===== config.mk =====
export PLATFORM = sky130hd
export DESIGN_NAME = uart_msg_tx
export DESIGN_NICKNAME = d
export VERILOG_FILES = /design/src/rtl/uart_pkg.sv /design/src/rtl/msg_fifo.sv /design/src/rtl/uart_msg_tx.sv
export SDC_FILE = /design/constraint.sdc
export NUM_CORES = 1
export LEC_CHECK = 0
export BUFFER_PORTS_ARGS = -buffer_cell sky130_fd_sc_hd__buf_2
export CAP_MARGIN = 20
export CORE_ASPECT_RATIO = 1.25
export CORE_MARGIN = 3
export CORE_UTILIZATION = 41
export CTS_CLUSTER_DIAMETER = 200
export DETAILED_ROUTE_END_ITERATION = 7
export SLEW_MARGIN = 10
export SYNTH_ARGS = -nofsm -noshare
export SYNTH_HDL_FRONTEND = slang
export SYNTH_SLANG_ARGS = --single-unit
export TNS_END_PERCENT = 100

===== constraint.sdc =====
create_clock -name clk_50M -period 2.91 [get_ports clk_50M]
set_clock_uncertainty 0.15 [all_clocks]
set_input_delay 0 -clock clk_50M [delete_from_list [all_inputs] [get_ports clk_50M]]
set_output_delay 0 -clock clk_50M [all_outputs]
set_load 0.02 [all_outputs]

===== src/rtl/uart_pkg.sv =====
// Shared state encoding and parameter defaults for the message UART transmitter.
package uart_pkg;

  typedef enum logic [1:0] {
    IDLE  = 2'd0,
    START = 2'd1,
    DATA  = 2'd2,
    STOP  = 2'd3
  } uart_state_e;

  localparam int unsigned CLKS_PER_BIT_DEFAULT = 434;
  localparam int unsigned FIFO_DEPTH_DEFAULT   = 16;

endpackage


===== src/rtl/msg_fifo.sv =====
// Synchronous byte FIFO with show-ahead read; pushes on full and pops on empty are ignored.
module msg_fifo
  import uart_pkg::*;
#(
  parameter int unsigned DEPTH = FIFO_DEPTH_DEFAULT,
  parameter int unsigned WIDTH = 8
) (
  input  logic                     clk,
  input  logic                     rst,
  input  logic                     push,
  input  logic                     pop,
  input  logic [WIDTH-1:0]         din,
  output logic [WIDTH-1:0]         dout,
  output logic                     full,
  output logic                     empty,
  output logic [$clog2(DEPTH):0]   count
);

  localparam int unsigned AW = $clog2(DEPTH);
  localparam int unsigned CW = AW + 1;

  logic [WIDTH-1:0] mem_q [DEPTH];
  logic [AW-1:0]    wr_ptr_q;
  logic [AW-1:0]    rd_ptr_q;
  logic [CW-1:0]    count_q;
  logic             do_push;
  logic             do_pop;

  assign full    = (count_q == CW'(DEPTH));
  assign empty   = (count_q == '0);
  assign count   = count_q;
  assign do_push = push && !full;
  assign do_pop  = pop && !empty;
  assign dout    = mem_q[rd_ptr_q];

  always_ff @(posedge clk) begin
    if (do_push) begin
      mem_q[wr_ptr_q] <= din;
    end
  end

  // Pointers are exactly log2(DEPTH) bits, so they wrap modulo DEPTH for free.
  always_ff @(posedge clk or posedge rst) begin
    if (rst) begin
      wr_ptr_q <= '0;
      rd_ptr_q <= '0;
      count_q  <= '0;
    end else begin
      if (do_push) begin
        wr_ptr_q <= wr_ptr_q + AW'(1);
      end
      if (do_pop) begin
        rd_ptr_q <= rd_ptr_q + AW'(1);
      end
      case ({do_push, do_pop})
        2'b10:   count_q <= count_q + CW'(1);
        2'b01:   count_q <= count_q - CW'(1);
        default: count_q <= count_q;
      endcase
    end
  end

endmodule


===== src/rtl/uart_msg_tx.sv =====
// Buffered 8N1 UART transmitter: bytes queue in msg_fifo and leave back-to-back
// with no idle gap while the buffer stays non-empty.
module uart_msg_tx
  import uart_pkg::*;
#(
  parameter int unsigned CLKS_PER_BIT = CLKS_PER_BIT_DEFAULT,
  parameter int unsigned FIFO_DEPTH   = FIFO_DEPTH_DEFAULT
) (
  input  logic       clk_50M,
  input  logic       rst,
  input  logic [7:0] msg,
  input  logic       msg_valid,
  output logic       msg_ready,
  output logic       tx,
  output logic       tx_busy,
  output logic       frame_done,
  output logic       overflow
);

  localparam int unsigned BW = (CLKS_PER_BIT > 1) ? $clog2(CLKS_PER_BIT) : 1;
  localparam int unsigned CW = $clog2(FIFO_DEPTH) + 1;
  localparam logic [BW-1:0] BAUD_LAST = BW'(CLKS_PER_BIT - 1);

  uart_state_e   state_q;
  logic [BW-1:0] baud_q;
  logic [2:0]    idx_q;
  logic [7:0]    shift_q;
  logic          tx_q;
  logic          tx_d;
  logic          frame_done_q;
  logic          frame_done_d;
  logic          overflow_q;

  logic          fifo_full;
  logic          fifo_empty;
  logic          fifo_pop;
  logic [7:0]    fifo_dout;
  logic [CW-1:0] fifo_count;
  logic          bit_end;

  assign bit_end  = (baud_q == BAUD_LAST);
  assign fifo_pop = !fifo_empty && ((state_q == IDLE) || (state_q == STOP && bit_end));

  msg_fifo #(
    .DEPTH (FIFO_DEPTH),
    .WIDTH (8)
  ) u_fifo (
    .clk   (clk_50M),
    .rst   (rst),
    .push  (msg_valid),
    .pop   (fifo_pop),
    .din   (msg),
    .dout  (fifo_dout),
    .full  (fifo_full),
    .empty (fifo_empty),
    .count (fifo_count)
  );

  // Line level for the current state; registered below so tx never glitches.
  always_comb begin
    tx_d = 1'b1;
    case (state_q)
      START:   tx_d = 1'b0;
      DATA:    tx_d = shift_q[idx_q];
      default: tx_d = 1'b1;
    endcase
    frame_done_d = (state_q == STOP) && bit_end;
  end

  always_ff @(posedge clk_50M or posedge rst) begin
    if (rst) begin
      state_q      <= IDLE;
      baud_q       <= '0;
      idx_q        <= '0;
      shift_q      <= '0;
      tx_q         <= 1'b1;
      frame_done_q <= 1'b0;
    end else begin
      tx_q         <= tx_d;
      frame_done_q <= frame_done_d;
      case (state_q)
        IDLE: begin
          baud_q <= '0;
          if (fifo_pop) begin
            shift_q <= fifo_dout;
            state_q <= START;
          end
        end
        START: begin
          if (bit_end) begin
            baud_q  <= '0;
            idx_q   <= '0;
            state_q <= DATA;
          end else begin
            baud_q <= baud_q + BW'(1);
          end
        end
        DATA: begin
          if (bit_end) begin
            baud_q <= '0;
            if (idx_q == 3'd7) begin
              state_q <= STOP;
            end else begin
              idx_q <= idx_q + 3'd1;
            end
          end else begin
            baud_q <= baud_q + BW'(1);
          end
        end
        STOP: begin
          if (bit_end) begin
            baud_q <= '0;
            if (fifo_pop) begin
              shift_q <= fifo_dout;
              state_q <= START;
            end else begin
              state_q <= IDLE;
            end
          end else begin
            baud_q <= baud_q + BW'(1);
          end
        end
        default: state_q <= IDLE;
      endcase
    end
  end

  // A write on a full buffer is lost even if a pop happens on the same edge.
  always_ff @(posedge clk_50M or posedge rst) begin
    if (rst) begin
      overflow_q <= 1'b0;
    end else if (msg_valid && fifo_full) begin
      overflow_q <= 1'b1;
    end
  end

  assign msg_ready  = (fifo_count != CW'(FIFO_DEPTH));
  assign tx         = tx_q;
  assign tx_busy    = (state_q != IDLE);
  assign frame_done = frame_done_q;
  assign overflow   = overflow_q;

endmodule


# Word-level counts from Yosys, hierarchy flattened
# Memory sizes are Yosys's and may differ from the RTL's.
# Index checks and enable logic that the tools add are counted.
# totals
regBits	38
latch_bits	0
ram_bits	128
rom_bits	0
mem_count	1
# mem_list
memory	depth	word_bits	rd	rd_clocked_by_memory_dff	wr	line	text
u_fifo.mem_q	16	8	1	0	1	msg_fifo.sv:22	logic [WIDTH-1:0] mem_q [DEPTH];
# classes
add_sub_neg	6
mul	0
n_div	0
n_lt_le_gt_ge	1
n_eq_ne	15
shift	0
n_mux	22
n_bitwise	0
reduce_logical	18
# ops
cell	count
$pmux 9 s2	1
$mux 8	2
$pmux 8 s2	1
$mux 2	5
$ne 2x2->1 const B	5
$pmux 5 s2	1
$add 9x1->9 const B	1
$eq 9x9->1 const B	1
$mux 3	3
$mux 9	1
$add 4x1->4 const B	2
$pmux 2 s4	1
$reduce_bool 2->1	4
$eq 2x2->1 const B	3
$pmux 3 s2	1
$add 5x1->5 const B	1
$eq 5x5->1 const B	1
$logic_and 1x1->1	5
$logic_not 5->1	1
$ne 5x5->1 const B	1
$reduce_and 5->1	1
$sub 5x1->5 const B	1
$eq 2x1->1 const B	2
$lt 3x4->1 const B	1
other kinds (12)	16

# Logic depth before layout (Yosys ltp)
# Gate-level depths: netlist of the first run.
# depth
ltp_word	7
ltp_mapped	13
mapped_depth_nobuf	13

# Hierarchy
# Synthesis of the first run repeated with hierarchy kept, for this count alone.
# hier_totals
cells_unflattened	445
area_unflattened_um2	7096.8
# by_module_without_submodules
module	n_inst	cells_each	area_per_inst_um2	seq_area_each_um2
msg_fifo	1	333	5796.8	4169.0
uart_msg_tx	1	112	1300.0	626.9

# Least setup slack after synthesis of the first run
# No wires, ideal clock.
# synth_timing
kind	register -> register
startpoint	register u_fifo.count_q[0] (netlist: u_fifo.count[0])
endpoint	register u_fifo.count_q[4] (netlist: u_fifo.count[4])
t_arrival_ns	2.766
required_ns	2.681
slack_ns	-0.086
stages_incl_launch_ff	14
synth_period_minus_slack_ns	2.996
path_cell_list	dfrtp_1 nor4_1 nand2_1 and2_1 clkbuf_1 inv_2 ha_1 inv_1 fa_1 nor2b_1 o21ai_1 and3_1 nor3_1 xor2_1
# synth_via
elab_chain_len	6
word_cells_on_any_way	13
classes_between	add/sub: 2; eq/ne: 3; mux: 1; reduce/logical: 7
# synth_lines
element	line	text
start: declaration	msg_fifo.sv:25	logic [CW-1:0] count_q;
start signal: assignment	msg_fifo.sv:56	2'b10: count_q <= count_q + CW'(1);
start signal: assignment	msg_fifo.sv:57	2'b01: count_q <= count_q - CW'(1);
start signal: assignment	msg_fifo.sv:58	default: count_q <= count_q;
$logic_not 5->1	msg_fifo.sv:30	assign empty = (count_q == '0);
$logic_not 1->1	msg_fifo.sv:33, uart_msg_tx.sv:42	
$logic_and 1x1->1	uart_msg_tx.sv:42	assign fifo_pop = !fifo_empty && ((state_q == IDLE) || (state_q == STOP && bit_end));
$logic_and 1x1->1	msg_fifo.sv:33	assign do_pop = pop && !empty;
$eq 2x1->1 / $eq 2x2->1 (equally long branches)	msg_fifo.sv:55	case ({do_push, do_pop})
$pmux 5 s2 / $reduce_bool 2->1 (equally long branches)	-	
# Several ways; a longest one is shown, not always the timed one.
# A chain may end at the register's enable or synchronous reset.

# Worst setup path in the final report of the first run
# layout_timing
startpoint	register baud_q[1]
endpoint	register u_fifo.count_q[4] (netlist: u_fifo.count[4])
# layout_via
elab_chain_len	7
word_cells_on_any_way	9
classes_between	eq/ne: 3; mux: 1; reduce/logical: 5
# layout_lines
element	line	text
start: declaration	uart_msg_tx.sv:25	logic [BW-1:0] baud_q;
start signal: assignment	uart_msg_tx.sv:95	baud_q <= baud_q + BW'(1);
start signal: assignment	uart_msg_tx.sv:107	baud_q <= baud_q + BW'(1);
start signal: assignment	uart_msg_tx.sv:120	baud_q <= baud_q + BW'(1);
$eq 9x9->1 (*)	uart_msg_tx.sv:41	assign bit_end = (baud_q == BAUD_LAST);
$logic_and 1x1->1 (*)	uart_msg_tx.sv:42	
$logic_or 1x1->1 (*)	uart_msg_tx.sv:42	
$logic_and 1x1->1 (*)	uart_msg_tx.sv:42	
$logic_and 1x1->1 (*)	msg_fifo.sv:33	
via u_fifo.do_pop	msg_fifo.sv:27	logic do_pop;
$eq 2x1->1 / $eq 2x2->1 (equally long branches)	msg_fifo.sv:55	
$pmux 5 s2 / $reduce_bool 2->1 (equally long branches)	-	
# Mark *: on every way through the listed nets, which the timed path passes. The rest lies on a longest branch.

==> metrics.txt, run 1 <==
status complete, no violations; number of nets in the layout 497; CTS sink count 166; max-slew headroom at the worst pin 0.3508; number of fill cells 1,410; Synth Instances 409; Clock Latency Late Sink 0.42 ns; Post-synth top flop edfxtp_1; CP startpoint baud_q[1]$_DFF_PP0_; layout cells sized above 1 0.2640; period utilization 0.9440; fmax 0.3640 GHz; diodes inserted 0; final setup vio count 0; root buf cell clkbuf_16; H-tree levels 4; Horiz. Die Dim 122.4 um; CTS tree done; largest net degree at the start of global routing 24; DR WL/cell 18.86 um; Rows 52; initial antenna violation count 0; total grt overflow 0; vias in the first global route 3,935; pwr dens 680.4 nW/um^2; clk slew on worst S/H paths 0.06 ns; Non-Filler Instances 697; Routed WL 13,150 um; Leak Pwr 2.903 nW; final hold viol count 0; drt first pass iters 4; CTS max path bufs 2; RSZ-0062 raised after global routing no; nature of the critical path endpoint register; Syn Nets 438; die height 151.5 um; DRC viols 0; DR vias 3,627; Synth cell types 46; setup tns final 0 ns; Slew @ Worst Pin 0.9702 ns; number of synthesized flops with an enable pin 128; I/O Buffers 15; Startpoint Class register; core area 16,400 um^2; critical path type register to register; die area 18,550 um^2; Hold/Removal Path Class primary input to asynchronous set/reset pin; Data required, critical path 3.09 ns; DPL Wire Length 8684 um; ys async rst share 0.2289; register area share after synthesis 0.6905; count of max-cap constraint violations 0; final slew viol count 0; reg2reg start baud_q[1]$_DFF_PP0_; Initial Util 0.4236; min Tclk post-route 2.747 ns; Worst VDD drop 0.3750 mV; I/O pin count 16; Num CTS Buffers 17; Placer Congestion 0.7373; Synth Register Bits 166; gr usage total 0.1584; first-pass GRT wire length 21,250 um; mean post-synth cell area 16.98 um^2; Antenna Violating Nets Remaining 0; critical path arrival 2.93 ns; Synth Cell Area 6945 um^2; 1st-iter DRT viols 221; P&R area growth vs syn 16.86%; YS warnings 0; placed cell count 653; Vias/cell 5.204; maximum fanout along the worst path 4
-- path summary, 6_finish.rpt --
check,cells past startpoint,end,slack [ns]
max in group asynchronous,4,tx$_DFF_PP1_,1.73
worst max-delay path,13,u_fifo.count[4]$_DFFE_PP0P_,0.16
min in group clk_50M,3,overflow$_DFFE_PP0P_,0.22
worst max register to register,13,u_fifo.count[4]$_DFFE_PP0P_,0.16
worst min-delay path,3,overflow$_DFFE_PP0P_,0.07
worst min register to register,1,overflow$_DFFE_PP0P_,0.32
-- metrics by stage --
stage,instance area (um^2),total power [mW],worst slack [ns],hold WS (ns),utilization
floorplan,6974,3.347,0.004446,-0.05113,-
global placement,7477,3.561,0.09681,-0.04241,0.4560
detailed placement,7477,3.598,0.02367,-0.03100,0.4560
CTS,8099,5.580,0.03644,0.06763,0.4940
global route,8117,5.777,0.02371,0.1374,0.4950
finish,8117,5.523,0.1629,0.06842,0.4950
-- state kept, by name, indices dropped and copies added, names as in the netlist, 2 cells and up --
register / flops
baud_q: 9
idx_q: 3
shift_q: 8
state_q: 2
u_fifo.count: 5
u_fifo.mem_q: 128
u_fifo.rd_ptr_q: 4
u_fifo.wr_ptr_q: 4
-- layout make-up --
class / instances / area (um^2) / area share
clock inverter: 8 / 55.05 / 0.006783
tap: 216 / 270.3 / 0.03330
clock buffer: 24 / 461.7 / 0.05688
inverter: 17 / 63.81 / 0.007862
timing repair buffer: 56 / 420.4 / 0.05180
sequential: 166 / 4797 / 0.5910
multi-input combinational: 210 / 2048 / 0.2524
-- routing by layer --
metal	wire, um	vias up	global-route usage	part of all wire
li1	-	1677	-	-
met3	426	14	0.03416	0.032
met5	0	-	0	0
met2	7066	63	0.2792	0.54
met1	5411	1873	0.1891	0.41
met4	241	0	0.06275	0.018
-- cell families after synthesis --
group,after synthesis,synth area share
AO/OA/AOI/OAI,41,0.03441
AND/OR/NAND/NOR,80,0.05513
multiplexers,56,0.1477
buffers and inverters,33,0.01982
adder cells (fa/ha/maj),18,0.03351
XOR/XNOR,15,0.01892
flip-flops,166,0.6905
-- worst max-delay path: stages, from the launching register on --
cell and delay [ns]:
dfrtp_1 0.37, inv_1 0.05, ha_1 0.13, nand4b_1 0.14, or3_4 0.37, a21oi_4 0.19
ha_4 0.18, inv_2 0.05, fa_2 0.34, nor2b_1 0.12, o21ai_1 0.08, and3_1 0.19
nor3_2 0.12, xor2_1 0.17
-- layout by cell type, fill, tap and decap left out, types with 6 or more instances in the layout --
cell type,instances
inv_1,13
mux2i_1,11
edfxtp_1,128
a21oi_1,19
xnor2_1,9
clkbuf_16,17
buf_2,15
dlygate4sd3_1,10
nand2_1,15
nor2_1,39
mux2_2,7
mux4_2,32
xor2_1,6
clkbuf_1,6
ha_1,16
o21ai_1,9
buf_4,30
dfrtp_1,36
-- report_power, final --
| part | internal [mW] | switching [mW] |
|---|---|---|
| registers | 2.81 | 0.120 |
| logic | 0.246 | 0.376 |
| clock network | 1.11 | 0.859 |
-- repair_timing --
action	4_1_cts	5_1_grt
setup buffers	0	2
hold buffers	10	0
gates cloned	0	0
endpoints found under the hold margin	144	0
setup endpoints to repair	1	1
pin swaps	0	2
resized for setup	1	2
-- cells in the mapped netlist, drive strengths merged, types with 2 or more instances --
cell / count / area share
buf: 9 / 0.0068
ha: 17 / 0.031
inv: 17 / 0.0092
nand2: 16 / 0.0086
xnor2: 9 / 0.011
nor3: 6 / 0.0043
nand2b: 2 / 0.0018
nand3: 3 / 0.0022
mux2i: 11 / 0.016
edfxtp: 128 / 0.55
or3: 3 / 0.0034
a21oi: 21 / 0.017
mux4: 35 / 0.12
xor2: 6 / 0.0076
nor2: 39 / 0.021
nand4: 3 / 0.0027
dfrtp: 37 / 0.13
a22oi: 2 / 0.0022
o21ai: 13 / 0.0094
mux2: 10 / 0.017
clkbuf: 7 / 0.0038
Note: power is estimated with default switching activity, not from simulation.
==> run 2: changes to the inputs <==
==> constraint.sdc (replaced) <==
create_clock -name clk_50M -period 2.9 [get_ports clk_50M]
set_clock_uncertainty 0.15 [all_clocks]
set_input_delay 0 -clock clk_50M [delete_from_list [all_inputs] [get_ports clk_50M]]
set_output_delay 0 -clock clk_50M [all_outputs]
set_load 0.02 [all_outputs]
==> metrics.txt, run 2 (synthesis gave the netlist of run 1 again) <==
die area 18,550 um^2 (unchanged); final slew viol count 0 (unchanged); Rows 52 (unchanged); max-slew headroom at the worst pin 0.3834 (was 0.3508); Most flops, register u_fifo.mem_q (unchanged); fmax 0.3577 GHz (was 0.3640 GHz); Largest register FFs 128 (unchanged); initial antenna violation count 0 (unchanged); number of fill cells 1,394 (was 1,410); count of max-cap constraint violations 0 (unchanged); Initial Util 0.4236 (unchanged); diodes inserted 0 (unchanged); H-tree levels 4 (unchanged); Horiz. Die Dim 122.4 um (unchanged); root buf cell clkbuf_16 (unchanged); Worst VDD drop 0.3802 mV (was 0.3750 mV); CP peak stage delay 0.39 ns (was 0.37 ns); nature of the critical path endpoint register (unchanged); gr usage total 0.1538 (was 0.1584); I/O pin count 16 (unchanged); largest net degree at the start of global routing 24 (unchanged); DR WL/cell 18.76 um (was 18.86 um); die height 151.5 um (unchanged); period utilization 0.9641 (was 0.9440); Num CTS Buffers 17 (unchanged); P&R area growth vs syn 17.08% (was 16.86%); DPL Wire Length 8879 um (was 8684 um); pre-CTS setup slack -0.04256 ns (was 0.02367 ns); layout cells sized above 1 0.2714 (was 0.2640); Startpoint Class register (unchanged); CTS tree done (unchanged); Antenna Violating Nets Remaining 0 (unchanged); drt first pass iters 4 (unchanged); commonest cells after routing, fill and taps aside 128 x edfxtp_1, 39 x nor2_1, 36 x dfrtp_1, 32 x mux4_2, 27 x buf_4 (was 128 x edfxtp_1, 39 x nor2_1, 36 x dfrtp_1, 32 x mux4_2, 30 x buf_4); I/O Buffers 15 (unchanged); Final WS setup 0.1042 ns (was 0.1629 ns); Largest regs u_fifo.mem_q x128, baud_q x9, shift_q x8 (unchanged); Clock Latency Late Sink 0.42 ns (about the same); CP max-delay cell or3_4 (was dfrtp_1); first-pass GRT wire length 20,800 um (was 21,250 um); number of nets in the layout 495 (was 497); clk slew on worst S/H paths 0.07 ns (was 0.06 ns); vias in the first global route 3,799 (was 3,935); RSZ-0062 raised after global routing yes (was no); total grt overflow 0 (unchanged); Vias/cell 5.158 (was 5.204); Slew @ Worst Pin 0.9239 ns (was 0.9702 ns); critical path type register to register (unchanged); cell chain of the critical path inv_1, ha_1, nand4b_1, or3_4, a21oi_4, ha_4, inv_4, fa_2, nor2b_1, o21ai_1, and3_1, nor3_2, xor2_1 (was inv_1, ha_1, nand4b_1, or3_4, a21oi_4, ha_4, inv_2, fa_2, nor2b_1, o21ai_1, and3_1, nor3_2, xor2_1); Tot Pwr 5.579 mW (was 5.523 mW); critical path arrival 2.98 ns (was 2.93 ns); status complete, no violations (unchanged); final setup vio count 0 (unchanged); CTS max path bufs 2 (unchanged); final hold viol count 0 (unchanged); Leak Pwr 2.917 nW (was 2.903 nW); core area 16,400 um^2 (unchanged); Hold/Removal Path Class primary input to asynchronous set/reset pin (unchanged); pwr dens 686.1 nW/um^2 (was 680.4 nW/um^2); 1st-iter DRT viols 153 (was 221); min Tclk post-route 2.796 ns (was 2.747 ns); most common cell after layout, fill and taps aside edfxtp_1 (unchanged); post-layout util 0.4960 (was 0.4950); Routed WL 13,040 um (was 13,150 um); DR vias 3,585 (was 3,627); CTS sink count 166 (unchanged); Data required, critical path 3.09 ns (about the same); Placer Congestion 0.7211 (was 0.7373); DRC viols 0 (unchanged); maximum fanout along the worst path 4 (unchanged)
==> run 2: cell types whose count changed in the layout (fill, tap and decap cells not counted) <==
cell,previous run,this run
clkinv_2,3,5
inv_2,4,3
buf_12,1,2
clkbuf_8,1,0
clkinv_1,0,1
clkinv_4,1,5
inv_4,0,1
buf_4,30,27
clkbuf_1,6,0
clkinvlp_4,3,1
inv_6,1,3
==> run 2: worst max-delay path, delay by kind of cell (launching register included) <==
| kind | cells | cell delay, ns |
|---|---|---|
| buf+inv | 2 | 0.10 |
| compound gates | 2 | 0.25 |
| xor+xnor | 1 | 0.18 |
| fa+ha+maj | 3 | 0.67 |
| simple gates | 5 | 0.99 |
| flops | 1 | 0.37 |
==> run 2: area by class of cell <==
| class | count | area [um^2] | share of cell area |
|---|---|---|---|
| clock buffer | 17 | 425.4 | 0.05232 |
| sequential | 166 | 4797 | 0.5899 |
| tap | 216 | 270.3 | 0.03324 |
| clock inverter | 15 | 106.4 | 0.01308 |
| inverter | 17 | 66.31 | 0.008155 |
| multi-input combinational | 210 | 2048 | 0.2519 |
| timing repair buffer | 54 | 417.9 | 0.05139 |
==> run 2: what timing repair did <==
action | in CTS | in global routing
setup buffers | 2 | 0
resized for setup | 0 | 3
hold buffers | 10 | 0
gates cloned | 0 | 0
setup endpoints to repair | 1 | 1
pin swaps | 1 | 0
hold endpoints to repair | 152 | 0
==> run 2: layer usage <==
metal / routed length [um] / global-route usage / part of all wire / vias up
met1: 5533 / 0.1849 / 0.42 / 1837
met2: 6947 / 0.2699 / 0.53 / 57
met5: 0 / 0 / 0 / -
li1: - / - / - / 1680
met3: 389 / 0.03936 / 0.030 / 11
met4: 167 / 0.05098 / 0.013 / 0
==> run 2: per-stage QoR <==
stage	instance area, um^2	setup TNS [ns]	hold WS [ns]	std cells
5_1_grt	8132	-0.07116	0.2353	695
2_1_floorplan	6979	0	-0.05113	409
6_report	8132	0	0.1726	695
3_3_place_gp	7480	0	0.08982	651
4_1_cts	8127	0	0.1891	695
3_5_place_dp	7480	-0.04256	0.1032	651
==> run 2: power breakdown <==
part | internal, mW | switching [mW] | total [mW]
Sequential | 2.82 | 0.120 | 2.94
Clock | 1.10 | 0.926 | 2.02
Combinational | 0.250 | 0.370 | 0.620
Total | 4.16 | 1.42 | 5.58
==> run 2: path summary, 6_finish.rpt <==
| check | start | endpoint | slack, ns | cells after the start |
|---|---|---|---|---|
| worst max register to register | baud_q[1]$_DFF_PP0_ | u_fifo.count[4]$_DFFE_PP0P_ | 0.10 | 13 |
| worst min register to register | overflow$_DFFE_PP0P_ | overflow$_DFFE_PP0P_ | 0.33 | 1 |
| worst min-delay path | rst | shift_q[4]$_DFFE_PP0P_ | 0.17 | 3 |
| max in group asynchronous | rst | tx$_DFF_PP1_ | 1.66 | 4 |
| min in group clk_50M | msg_valid | overflow$_DFFE_PP0P_ | 0.22 | 3 |
| worst max-delay path | baud_q[1]$_DFF_PP0_ | u_fifo.count[4]$_DFFE_PP0P_ | 0.10 | 13 |
